==> config.mk <==
export PLATFORM = sky130hd
export DESIGN_NAME = writeback_ctrl
export DESIGN_NICKNAME = d
export VERILOG_FILES = /design/src/rtl/wb_pkg.sv /design/src/rtl/load_extend.sv /design/src/rtl/writeback_ctrl.sv
export SDC_FILE = /design/constraint.sdc
export NUM_CORES = 1
export LEC_CHECK = 0
export ABC_AREA = 1
export CORE_ASPECT_RATIO = 0.5
export CORE_MARGIN = 2
export CORE_UTILIZATION = 40
export CTS_CLUSTER_SIZE = 40
export DETAILED_ROUTE_END_ITERATION = 10
export PLACE_DENSITY = 0.82
export SKIP_CTS_REPAIR_TIMING = 1
export SLEW_MARGIN = 20
export SYNTH_ARGS = -nofsm -noshare
export SYNTH_HDL_FRONTEND = slang
export SYNTH_SLANG_ARGS = --single-unit
==> constraint.sdc <==
create_clock -name clk_i -period 1.4 [get_ports clk_i]
set_input_delay 0.28 -clock clk_i [delete_from_list [all_inputs] [get_ports clk_i]]
set_output_delay 0.28 -clock clk_i [all_outputs]
set_load 0.005 [all_outputs]
==> src/rtl/wb_pkg.sv <==
`default_nettype none
// ============================================================================
// Module   : wb_pkg
// Purpose  : Shared types for the writeback stage (result source, load size,
//            W-slot state and a reference slot record).
// Revision : 1.0  initial release
// ============================================================================
package wb_pkg;

  localparam int DATA_W = 32;
  localparam int REG_AW = 5;
  localparam int OFF_W  = $clog2(DATA_W / 8);

  typedef enum logic [1:0] {
    RES_ALU  = 2'b00,
    RES_MEM  = 2'b01,
    RES_LINK = 2'b10,
    RES_RSVD = 2'b11
  } result_src_e;

  typedef enum logic [1:0] {
    SZ_BYTE = 2'b00,
    SZ_HALF = 2'b01,
    SZ_WORD = 2'b10,
    SZ_FULL = 2'b11
  } mem_size_e;

  typedef enum logic [1:0] {
    ST_EMPTY     = 2'b00,
    ST_FULL      = 2'b01,
    ST_WAIT_MEM  = 2'b10,
    ST_LOAD_DONE = 2'b11
  } wb_state_e;

  typedef struct packed {
    logic              reg_write;
    logic [REG_AW-1:0] reg_dst;
    result_src_e       result_src;
    logic [DATA_W-1:0] alu_out;
    logic [DATA_W-1:0] link;
    mem_size_e         mem_size;
    logic              mem_unsigned;
    logic [OFF_W-1:0]  addr_lo;
  } slot_t;

endpackage
`default_nettype wire

==> src/rtl/load_extend.sv <==
`default_nettype none
// ============================================================================
// Module   : load_extend
// Purpose  : Combinational lane extraction and sign/zero extension of loads.
// Revision : 1.0  initial release
// ============================================================================
module load_extend
  import wb_pkg::*;
#(
  parameter  int DATA_W = 32,
  localparam int OFF_W  = $clog2(DATA_W / 8)
) (
  input  logic [DATA_W-1:0] data,
  input  mem_size_e         size,
  input  logic              is_unsigned,
  input  logic [OFF_W-1:0]  offset,
  output logic [DATA_W-1:0] result
);

  // Misaligned low offset bits are dropped by masking before the lane shift.
  logic [OFF_W-1:0] w_half_off;
  logic [OFF_W-1:0] w_word_off;
  logic [7:0]       w_byte;
  logic [15:0]      w_half;
  logic [31:0]      w_word;
  logic [DATA_W-1:0] w_word_ext;

  assign w_half_off = offset & ~OFF_W'(1);
  assign w_word_off = offset & ~OFF_W'(3);
  assign w_byte     = 8'(data >> {offset, 3'b000});
  assign w_half     = 16'(data >> {w_half_off, 3'b000});
  assign w_word     = 32'(data >> {w_word_off, 3'b000});
  assign w_word_ext = is_unsigned ? DATA_W'(w_word) : DATA_W'($signed(w_word));

  always_comb begin
    result = data;
    case (size)
      SZ_BYTE: result = is_unsigned ? DATA_W'(w_byte) : DATA_W'($signed(w_byte));
      SZ_HALF: result = is_unsigned ? DATA_W'(w_half) : DATA_W'($signed(w_half));
      SZ_WORD: result = w_word_ext;
      default: result = (DATA_W == 32) ? w_word_ext : data;
    endcase
  end

endmodule
`default_nettype wire

==> src/rtl/writeback_ctrl.sv <==
`default_nettype none
// ============================================================================
// Module   : writeback_ctrl
// Purpose  : W-stage slot that waits for load data, selects the result and
//            drives the register-file write port. WB_LOAD_EXT_EN enables
//            byte/half/word load extraction; otherwise loads pass unmodified.
// Revision : 1.0  initial release
// ============================================================================
module writeback_ctrl
  import wb_pkg::*;
#(
  parameter  int DATA_W = 32,
  parameter  int REG_AW = 5,
  localparam int OFF_W  = $clog2(DATA_W / 8)
) (
  input  logic              clk_i,
  input  logic              rst_i,
  input  logic              valid_m_i,
  output logic              ready_w_o,
  input  logic              reg_write_m_i,
  input  logic [REG_AW-1:0] reg_dst_m_i,
  input  logic [1:0]        result_src_m_i,
  input  logic [DATA_W-1:0] alu_out_m_i,
  input  logic [DATA_W-1:0] link_m_i,
  input  logic [1:0]        mem_size_m_i,
  input  logic              mem_unsigned_m_i,
  input  logic [OFF_W-1:0]  addr_lo_m_i,
  input  logic              mem_rvalid_i,
  input  logic [DATA_W-1:0] mem_rdata_i,
  output logic              valid_w_o,
  output logic              reg_write_w_o,
  output logic [REG_AW-1:0] reg_dst_w_o,
  output logic [DATA_W-1:0] result_w_o
);

  wb_state_e         r_state;
  wb_state_e         w_next_state;
  logic              r_out_of_reset;
  logic              r_reg_write;
  logic [REG_AW-1:0] r_reg_dst;
  result_src_e       r_src;
  logic [DATA_W-1:0] r_alu;
  logic [DATA_W-1:0] r_link;
  logic [DATA_W-1:0] r_load;
  logic [DATA_W-1:0] w_load_val;
  logic [DATA_W-1:0] w_result;
  logic              w_ready;
  logic              w_valid;
  logic              w_capture;

  // ready stays low until the first edge after reset release.
  assign w_ready   = r_out_of_reset && (r_state != ST_WAIT_MEM);
  assign w_capture = valid_m_i && w_ready;
  assign w_valid   = (r_state == ST_FULL) || (r_state == ST_LOAD_DONE);

  always_ff @(posedge clk_i or negedge rst_i) begin
    if (!rst_i) begin
      r_state        <= ST_EMPTY;
      r_out_of_reset <= 1'b0;
    end else begin
      r_state        <= w_next_state;
      r_out_of_reset <= 1'b1;
    end
  end

  always_comb begin
    w_next_state = r_state;
    case (r_state)
      ST_WAIT_MEM: if (mem_rvalid_i) w_next_state = ST_LOAD_DONE;
      default: begin
        if (w_capture)
          w_next_state = (result_src_m_i == RES_MEM) ? ST_WAIT_MEM : ST_FULL;
        else
          w_next_state = ST_EMPTY;
      end
    endcase
  end

  always_ff @(posedge clk_i or negedge rst_i) begin
    if (!rst_i) begin
      r_reg_write <= 1'b0;
      r_reg_dst   <= '0;
      r_src       <= RES_ALU;
      r_alu       <= '0;
      r_link      <= '0;
      r_load      <= '0;
    end else begin
      if (w_capture) begin
        r_reg_write <= reg_write_m_i;
        r_reg_dst   <= reg_dst_m_i;
        r_src       <= result_src_e'(result_src_m_i);
        r_alu       <= alu_out_m_i;
        r_link      <= link_m_i;
      end
      if ((r_state == ST_WAIT_MEM) && mem_rvalid_i)
        r_load <= mem_rdata_i;
    end
  end

`ifdef WB_LOAD_EXT_EN
  mem_size_e        r_size;
  logic             r_uns;
  logic [OFF_W-1:0] r_addr_lo;

  always_ff @(posedge clk_i or negedge rst_i) begin
    if (!rst_i) begin
      r_size    <= SZ_BYTE;
      r_uns     <= 1'b0;
      r_addr_lo <= '0;
    end else if (w_capture) begin
      r_size    <= mem_size_e'(mem_size_m_i);
      r_uns     <= mem_unsigned_m_i;
      r_addr_lo <= addr_lo_m_i;
    end
  end

  load_extend #(.DATA_W(DATA_W)) u_load_extend (
    .data        (r_load),
    .size        (r_size),
    .is_unsigned (r_uns),
    .offset      (r_addr_lo),
    .result      (w_load_val)
  );
`else
  logic w_unused_ext;
  assign w_unused_ext = ^{mem_size_m_i, mem_unsigned_m_i, addr_lo_m_i};
  assign w_load_val   = r_load;
`endif

  always_comb begin
    w_result = r_alu;
    case (r_src)
      RES_MEM:  w_result = w_load_val;
      RES_LINK: w_result = r_link;
      default:  w_result = r_alu;
    endcase
    ready_w_o     = w_ready;
    valid_w_o     = w_valid;
    reg_write_w_o = w_valid && r_reg_write && (r_reg_dst != '0);
    reg_dst_w_o   = w_valid ? r_reg_dst : '0;
    result_w_o    = w_valid ? w_result : '0;
  end

endmodule
`default_nettype wire
==> results of run 1 <==
==> through the flow <==
step / instance area, µm² / power (mW) / TNS, ns / utilization [%] / cells
floorplan: 5130 / 6.42 / -1.71 / - / 642
global placement: 6910 / 7.93 / -23.93 / 55.0 / 933
detailed placement: 6910 / 8.09 / -27.99 / 55.0 / 933
CTS: 7200 / 10.6 / -45.06 / 57.4 / 949
global route: 8860 / 13.8 / -38.99 / 70.5 / 1008
finish: 8860 / 13.4 / -34.79 / 70.5 / 1008
==> state kept, by name, summed over array words and instances (netlist names) <==
register	count
r_alu	32
r_link	32
r_state	2
r_reg_write	1
r_load	32
r_out_of_reset	1
r_src	2
r_reg_dst	5
==> cell usage after synthesis <==
library cell,number
a21oi_1,64
buf_2,35
buf_4,6
clkbuf_1,14
conb_1,1
dfrtp_1,107
ha_1,2
inv_1,15
inv_2,1
nand2_1,282
nand2_2,1
nand2_4,1
nand3_2,1
nand3b_1,1
nand4_1,74
nor2_1,4
nor2_2,1
o21ai_0,32
==> final cells by class <==
class,count,area (µm²),share of cell area [%]
multi-input combinational,465,2850,32.2
clock buffer,10,229,2.59
tap,170,213,2.40
clock inverter,6,65.1,0.735
timing repair buffer,234,2740,30.9
inverter,16,80.1,0.904
sequential,107,2680,30.3
==> critical path, cell delays in order, from the launching register on <==
cell and delay, ns:
dfrtp_1 0.44, ha_4 0.34, inv_6 0.06, buf_12 0.14
o21ai_0 0.69, a21oi_2 0.10, buf_2 0.18
==> power by group <==
part,internal [mW],switching [mW],total [mW]
clock,1.40,1.23,2.62
combinational,2.67,3.13,5.80
sequential,4.00,0.949,4.95
==> worst paths after layout <==
kind / cells past startpoint / from / slack [ns] / to
max: 6 / r_src[1] / -1.18 / result_w_o[18]
min: 2 / rst_i / 0.36 / r_load[25]
max reg2reg: 9 / r_state[0] / -0.24 / r_alu[15]
min reg2reg: 2 / r_load[11] / 0.48 / r_load[11]
max in group asynchronous: 3 / rst_i / 0.45 / r_out_of_reset
min in group clk_i: 3 / mem_rdata_i[28] / 0.46 / r_load[28]
==> per-layer routing <==
metal	routed length [µm]	track usage, %	vias up
met3	3800	4.42	222
met5	0	0	-
met1	8920	31.8	3034
met4	1990	6.70	0
met2	10600	36.2	633
li1	-	-	2516
==> cells by family after synthesis <==
family                   synth area share (%)
AND/OR/NAND/NOR                          31.0
flip-flops                               52.5
AO/OA/AOI/OAI                            9.43
buffers and inverters                    6.53
adder cells (fa/ha/maj)                 0.491
other                                  0.0736
==> out/qor.csv, run 1 <==
stage,metric,value,unit
status,status,"finished, violations left",
status,failing checks,setup timing,
yosys,"FF+latch count, synth",107,
timing,hold_ws,0.365,ns
yosys,count of different cell masters after synthesis,18,
finish,"most common cell after layout, fill and taps aside",nand2_1,
yosys,Synth area leaders,"dfrtp_1 53%, nand2_1 21%, nand4_1 9.1%",
finish,layout cell share with drive strength beyond 1,39.4,%
timing,Worst Max-Slew Pin Slew,0.882,ns
finish,diodes inserted,0,
yosys,mapped cell area,5100,µm²
clock_network,CTS Sinks,107,
worst_setup_path,CP Launch Type,flip-flop,
yosys,Yosys top cell area share,52.5,%
worst_setup_path,Max Fanout on Critical Path,9,
timing,clk_skew,0.00871,ns
pwr,Power Density,1510,nW/µm²
finish,area delta synth->final,73.7,%
grt,vias in the first global route,5043,
floorplan,io pins,153,
clock_network,Clock Tree Buf Depth,2,
timing,Final Hold Vio Count,0,
grt,largest net degree at the start of global routing,76,
timing,relative slew slack,40.6,%
clock_network,TritonCTS clock tree,yes,
finish,Fill cells,816,
floorplan,core area,12600,µm²
timing,max-slew violation count,0,
route,total number of vias,6405,
floorplan,Die X,164,µm
grt,initial antenna violation count,0,
clock_network,Num CTS Buffers,9,
job,max_cap viols,0,
grt,first-pass GRT wire length,25000,µm
route,wire length per cell,25.1,µm
clock_network,Clock Latency Late Sink,0.35,ns
clock_network,root buf cell,clkbuf_16,
grt,all-layer global routing usage,22.8,%
finish,most frequent cells in the layout,"142 x nand2_1, 105 x clkdlybuf4s50_1, 105 x dfrtp_1",
route,# DRC,0,
clock_network,Worst-path clk slew,0.08,ns
yosys,Synth area leader,dfrtp_1,
route,Routed Wire Length,25300,µm
yosys,Cells after Synth,642,
floorplan,total die area,13700,µm²
pwr,leakage power,4.32,nW
worst_setup_path,CP Capture Type,output port,
yosys,synth warn,0,
route,Pre-antenna DRT Iters,6,
pwr,maximum VDD drop,0.988,mV
timing,Final Critical Period,2.58,ns
floorplan,num rows,29,
placement,Place WS,-0.679,ns
yosys,sequential fraction of the synthesis area,52.5,%
timing,final worst-path cycle share,184,%
clock_network,CTS H-tree depth,3,
route,remaining antenna violation count after routing,0,
worst_setup_path,crit path kind,flip-flop to output port,
floorplan,die height,83.8,µm
grt,GRT Residual Overflow,0,
timing,Max Clk Rate,388,MHz
route,Vias/cell,6.35,
placement,port bufs,147,
floorplan,Initial Util,40.6,%
hold_path,Worst Hold Class,input pin to async pin,
worst_setup_path,worst path required time,1.12,ns
placement,GPL Wtd Cong,0.866,
timing,RSZ-0062 raised after global routing,yes,
finish,Nets,948,
worst_setup_path,Worst Path Arrival,2.30,ns
yosys,Mean Syn Cell Area,7.94,µm²
placement,Post-DP HPWL,10800,µm
timing,worst setup margin,-1.18,ns
yosys,Synthesized Nets,757,
route,DRT iter0 DRCs,718,
timing,setup violators final,146,
No activity file was read; power rests on OpenSTA's default activity.
==> inputs of run 2 (changes only) <==
--- a/config.mk
+++ b/config.mk
@@ -6,12 +6,12 @@
 export NUM_CORES = 1
 export LEC_CHECK = 0
 export ABC_AREA = 1
-export CORE_ASPECT_RATIO = 0.5
+export CORE_ASPECT_RATIO = 2
 export CORE_MARGIN = 2
 export CORE_UTILIZATION = 40
 export CTS_CLUSTER_SIZE = 40
 export DETAILED_ROUTE_END_ITERATION = 10
-export PLACE_DENSITY = 0.82
+export PLACE_DENSITY = 0.8
 export SKIP_CTS_REPAIR_TIMING = 1
 export SLEW_MARGIN = 20
 export SYNTH_ARGS = -nofsm -noshare
==> constraint.sdc (replaced) <==
create_clock -name clk_i -period 2.86 [get_ports clk_i]
set_input_delay 0.572 -clock clk_i [delete_from_list [all_inputs] [get_ports clk_i]]
set_output_delay 0.572 -clock clk_i [all_outputs]
set_load 0.005 [all_outputs]
==> run 2 against run 1 <==
Compared with the run above: die area did not move; wire length fell by 38%; power fell by 62%; design area fell by 21%; highest routed layer unchanged; largest power group is now sequential cells; critical path type unchanged; utilization fell by 15 points; clock skew barely moved; the run now ends clean.
==> out/qor.csv, run 2 (synthesis gave the netlist of run 1 again) <==
stage,metric,value,unit
worst_setup_path,crit path kind,flip-flop to output port,
timing,Final Critical Period,2.73,ns
floorplan,Die X,83.8,µm
clock_network,CTS Sinks,107,
placement,Place WS,0.371,ns
floorplan,core area,12500,µm²
finish,area delta synth->final,36.9,%
timing,clk_skew,0.00844,ns
finish,most frequent cells in the layout,"282 x nand2_1, 138 x clkdlybuf4s50_1, 106 x dfrtp_1",
timing,setup violators final,0,
route,Pre-antenna DRT Iters,4,
timing,Worst Max-Slew Pin Slew,0.816,ns
job,max_cap viols,0,
finish,utilization after layout,55.9,%
placement,GPL Wtd Cong,0.853,
grt,all-layer global routing usage,23.1,%
clock_network,Clock Latency Late Sink,0.34,ns
grt,GRT Residual Overflow,0,
clock_network,CTS H-tree depth,3,
pwr,sw frac,33.2,%
clock_network,TritonCTS clock tree,yes,
clock_network,Clock Tree Buf Depth,2,
route,Vias/cell,5.35,
pwr,Power Density,735,nW/µm²
grt,largest net degree at the start of global routing,77,
route,Routed Wire Length,15700,µm
floorplan,io pins,153,
clock_network,root buf cell,clkbuf_16,
worst_setup_path,CP Capture Type,output port,
grt,first-pass GRT wire length,24600,µm
worst_setup_path,RR Startpoint,r_state[0],
route,total number of vias,4913,
worst_setup_path,end of the critical path,result_w_o[17],
placement,dpl cell area,6630,µm²
placement,port bufs,147,
pwr,clock power share,25.4,%
route,# DRC,0,
pwr,Reg power frac,43.2,%
timing,relative slew slack,45.6,%
pwr,maximum VDD drop,0.438,mV
route,remaining antenna violation count after routing,0,
placement,dpl cells,901,
timing,Max Clk Rate,367,MHz
pwr,Design Power,5.13,mW
timing,max-slew violation count,0,
pwr,leakage power,3.45,nW
worst_setup_path,worst path required time,2.29,ns
route,wire length per cell,17.1,µm
floorplan,total die area,13700,µm²
floorplan,die height,164,µm
worst_setup_path,r2r endpoint,r_load[17],
worst_setup_path,"reg-to-reg slack, setup",0.67,ns
grt,vias in the first global route,4883,
timing,worst setup margin,0.133,ns
status,status,finished clean,
finish,Nets,877,
worst_setup_path,Max Fanout on Critical Path,24,
timing,Final TNS setup,0,ns
pwr,Psw,1.70,mW
timing,Final Hold Vio Count,0,
pwr,internal power,3.43,mW
clock_network,Worst-path clk slew,0.07,ns
worst_setup_path,CP Launch Type,flip-flop,
floorplan,Initial Util,40.8,%
timing,hold_ws,0.201,ns
placement,Post-DP HPWL,10300,µm
route,DRT iter0 DRCs,346,
hold_path,Worst Hold Class,input pin to async pin,
worst_setup_path,CP startpoint,r_src[0],
timing,final worst-path cycle share,95.4,%
finish,fin cells,918,
floorplan,num rows,58,
grt,initial antenna violation count,0,
worst_setup_path,path depth of the worst reg2reg path,8,
clock_network,Num CTS Buffers,9,
timing,RSZ-0062 raised after global routing,no,
worst_setup_path,Worst Path Arrival,2.16,ns
pwr,Logic pwr share,31.5,%
finish,"most common cell after layout, fill and taps aside",nand2_1,
finish,Final Cell Area,6980,µm²
finish,Largest regs,"r_alu x32, r_link x32, r_load x32",
finish,layout cell share with drive strength beyond 1,5.48,%
==> run 2: cell count changes in the layout (fill, tap and decap cells not counted), moves of 21 or more <==
cell	previous run	this run
nand2_1	142	282
buf_6	25	1
clkdlybuf4s50_1	105	138
buf_12	24	2
o21ai_1	21	0
a21oi_1	35	63
nand2_2	94	1
a21oi_2	29	1
buf_2	27	1
o21ai_0	9	32
nand2_4	47	1
==> run 2: area by class of cell <==
class,count,area [µm²]
fill,1164,5500
timing repair buffer,164,1640
sequential,107,2680
clock buffer,11,233
inverter,16,60.1
tap,150,188
clock inverter,5,77.6
multi-input combinational,464,2100
antenna,1,2.50
==> run 2: routing by layer <==
| layer | part of all wire, % | track usage (%) | vias to the layer above |
|---|---|---|---|
| li1 | - | - | 2364 |
| met1 | 37 | 26.1 | 2346 |
| met2 | 55 | 41.9 | 161 |
| met5 | 0 | 0 | - |
| met4 | 4.6 | 13.3 | 0 |
| met3 | 3.2 | 1.92 | 42 |
==> run 2: power groups by stage <==
stage	Combinational (mW)	Clock, mW	Sequential (mW)
finish	1.61	1.30	2.22
global route	1.81	1.40	2.27
CTS	1.62	1.33	2.21
detailed placement	1.61	0	2.23
global placement	1.58	0	2.21
floorplan	0.932	0	2.16
==> run 2: worst min-delay path by stage <==
stage | startpoint | to | cells past startpoint
floorplan | rst_i | r_alu[0] | 0
global placement | r_alu[18] | r_alu[18] | 2
detailed placement | r_alu[11] | r_alu[11] | 2
CTS | rst_i | r_alu[7] | 1
global route | rst_i | r_alu[7] | 1
finish | rst_i | r_alu[7] | 1
==> run 2: critical path: stages, from the launching register on <==
cell and delay, ns:
dfrtp_1 0.40, inv_1 0.11, ha_4 0.14, buf_4 0.30, a21oi_1 0.13, a21oi_2 0.20, clkdlybuf4s50_1 0.53
==> inputs of run 3 (changes only) <==
--- a/config.mk
+++ b/config.mk
@@ -9,6 +9,7 @@
 export CORE_ASPECT_RATIO = 2
 export CORE_MARGIN = 2
 export CORE_UTILIZATION = 40
+export CTS_BUF_LIST = sky130_fd_sc_hd__clkbuf_8
 export CTS_CLUSTER_SIZE = 40
 export DETAILED_ROUTE_END_ITERATION = 10
 export PLACE_DENSITY = 0.8
==> run 3 against run 2 <==
Compared with the run above: design area down 1.4%; register-to-register slack barely moved; sequential power about the same; hold slack worse by 0.039 ns; critical path depth is the same; critical path type unchanged.
==> out/qor.csv, run 3 (synthesis gave the netlist of run 1 again) <==
stage,metric,value,unit
status,status,finished clean,
route,remaining antenna violation count after routing,0,
grt,all-layer global routing usage,23.0,%
finish,Nets,877,
floorplan,die height,164,µm
worst_setup_path,crit path kind,flip-flop to output port,
route,DRT iter0 DRCs,409,
placement,GPL Wtd Cong,0.853,
timing,final worst-path cycle share,96.2,%
clock_network,CTS H-tree depth,3,
timing,max-slew violation count,0,
finish,"most common cell after layout, fill and taps aside",nand2_1,
route,Vias/cell,5.32,
finish,area delta synth->final,35.0,%
clock_network,CTS Sinks,107,
clock_network,Worst-path clk slew,0.10,ns
finish,FF/Latch Area,2680,µm²
grt,vias in the first global route,4859,
route,Pre-antenna DRT Iters,4,
clock_network,Clock Tree Buf Depth,2,
timing,setup violators final,0,
worst_setup_path,CP Capture Type,output port,
finish,Largest regs,"r_alu x32, r_link x32, r_load x32",
timing,Final Critical Period,2.75,ns
route,# DRC,0,
pwr,leakage power,3.42,nW
finish,area of the multi-input gates,2100,µm²
worst_setup_path,Worst Path Arrival,2.18,ns
timing,hold_ws,0.162,ns
worst_setup_path,worst path required time,2.29,ns
clock_network,root buf cell,clkbuf_8,
timing,worst setup margin,0.110,ns
timing,Final TNS setup,0,ns
pwr,internal power,3.15,mW
placement,port bufs,147,
floorplan,Die X,83.8,µm
clock_network,TritonCTS clock tree,yes,
floorplan,total die area,13700,µm²
timing,clk_skew,0.0101,ns
floorplan,core area,12500,µm²
placement,Place WS,0.371,ns
timing,Worst Max-Slew Pin Slew,0.825,ns
pwr,Logic pwr share,33.6,%
floorplan,num rows,58,
worst_setup_path,"reg-to-reg slack, setup",0.66,ns
placement,Post-DP HPWL,10300,µm
route,Routed Wire Length,15700,µm
grt,initial antenna violation count,0,
floorplan,io pins,153,
clock_network,Num CTS Buffers,9,
timing,Max Clk Rate,364,MHz
grt,first-pass GRT wire length,24500,µm
hold_path,Worst Hold Class,input pin to async pin,
pwr,Psw,1.68,mW
worst_setup_path,Max Fanout on Critical Path,21,
worst_setup_path,CP Launch Type,flip-flop,
floorplan,Initial Util,40.8,%
route,total number of vias,4882,
finish,layout cell share with drive strength beyond 1,5.48,%
timing,Final Hold Vio Count,0,
finish,most frequent cells in the layout,"282 x nand2_1, 138 x clkdlybuf4s50_1, 106 x dfrtp_1",
pwr,Power Density,701,nW/µm²
grt,GRT Residual Overflow,0,
pwr,Reg power frac,45.8,%
timing,relative slew slack,45.0,%
route,wire length per cell,17.2,µm
clock_network,Clock Latency Late Sink,0.38,ns
finish,Fill cells,1175,
pwr,clock power share,20.6,%
pwr,maximum VDD drop,0.384,mV
pwr,sw frac,34.8,%
grt,largest net degree at the start of global routing,77,
job,max_cap viols,0,
==> run 3: path summary, 6_finish.rpt <==
path / startpoint / to / cells after the start
hold reg to reg: r_alu[24] / r_alu[24] / 2
max in group asynchronous: rst_i / r_alu[11] / 2
hold / removal: rst_i / r_alu[7] / 1
setup / recovery: r_src[1] / result_w_o[17] / 6
setup reg to reg: r_state[0] / r_load[17] / 8
min in group clk_i: r_alu[24] / r_alu[24] / 2
==> run 3: stage by stage <==
| stage | utilization (%) | std cells | power [mW] | instance area, µm² |
|---|---|---|---|---|
| 3_3_place_gp | 53.1 | 901 | 3.78 | 6630 |
| 6_report | 55.1 | 918 | 4.82 | 6880 |
| 3_5_place_dp | 53.1 | 901 | 3.84 | 6630 |
| 5_1_grt | 55.1 | 917 | 5.15 | 6880 |
| 4_1_cts | 54.8 | 917 | 4.83 | 6840 |
| 2_1_floorplan | - | 642 | 3.09 | 5100 |
==> run 3: per-layer routing <==
layer	share of wire, %	GRT usage, %	up-vias	routed length [µm]
met5	0	0	-	0
met4	3.7	12.5	0	579
met3	3.9	2.37	36	616
met2	55	41.5	173	8640
met1	38	26.3	2316	5910
li1	-	-	2357	-
==> run 3: worst max-delay path, cell delays in order, from the launching register on <==
cell and delay [ns]:
dfrtp_1 0.43, inv_1 0.08, ha_1 0.16, buf_4 0.27, nand2_1 0.11, a21oi_2 0.20
clkdlybuf4s50_1 0.54
==> run 3: power groups by stage <==
stage	Sequential [mW]	Combinational [mW]	Clock, mW
6_report	2.21	1.62	0.992
2_1_floorplan	2.16	0.932	0
4_1_cts	2.20	1.62	1.01
5_1_grt	2.26	1.81	1.07
3_3_place_gp	2.21	1.58	0
3_5_place_dp	2.23	1.61	0
==> run 3: final cells by class <==
type,instances,share of cell area [%]
flip-flops and latches,107,38.9
multi-input cells,464,30.6
repair buffers,164,23.9
well taps,150,2.73
clock buffers,9,1.80
clock inverters,7,1.24
inverters,16,0.873
diodes,1,0.0364
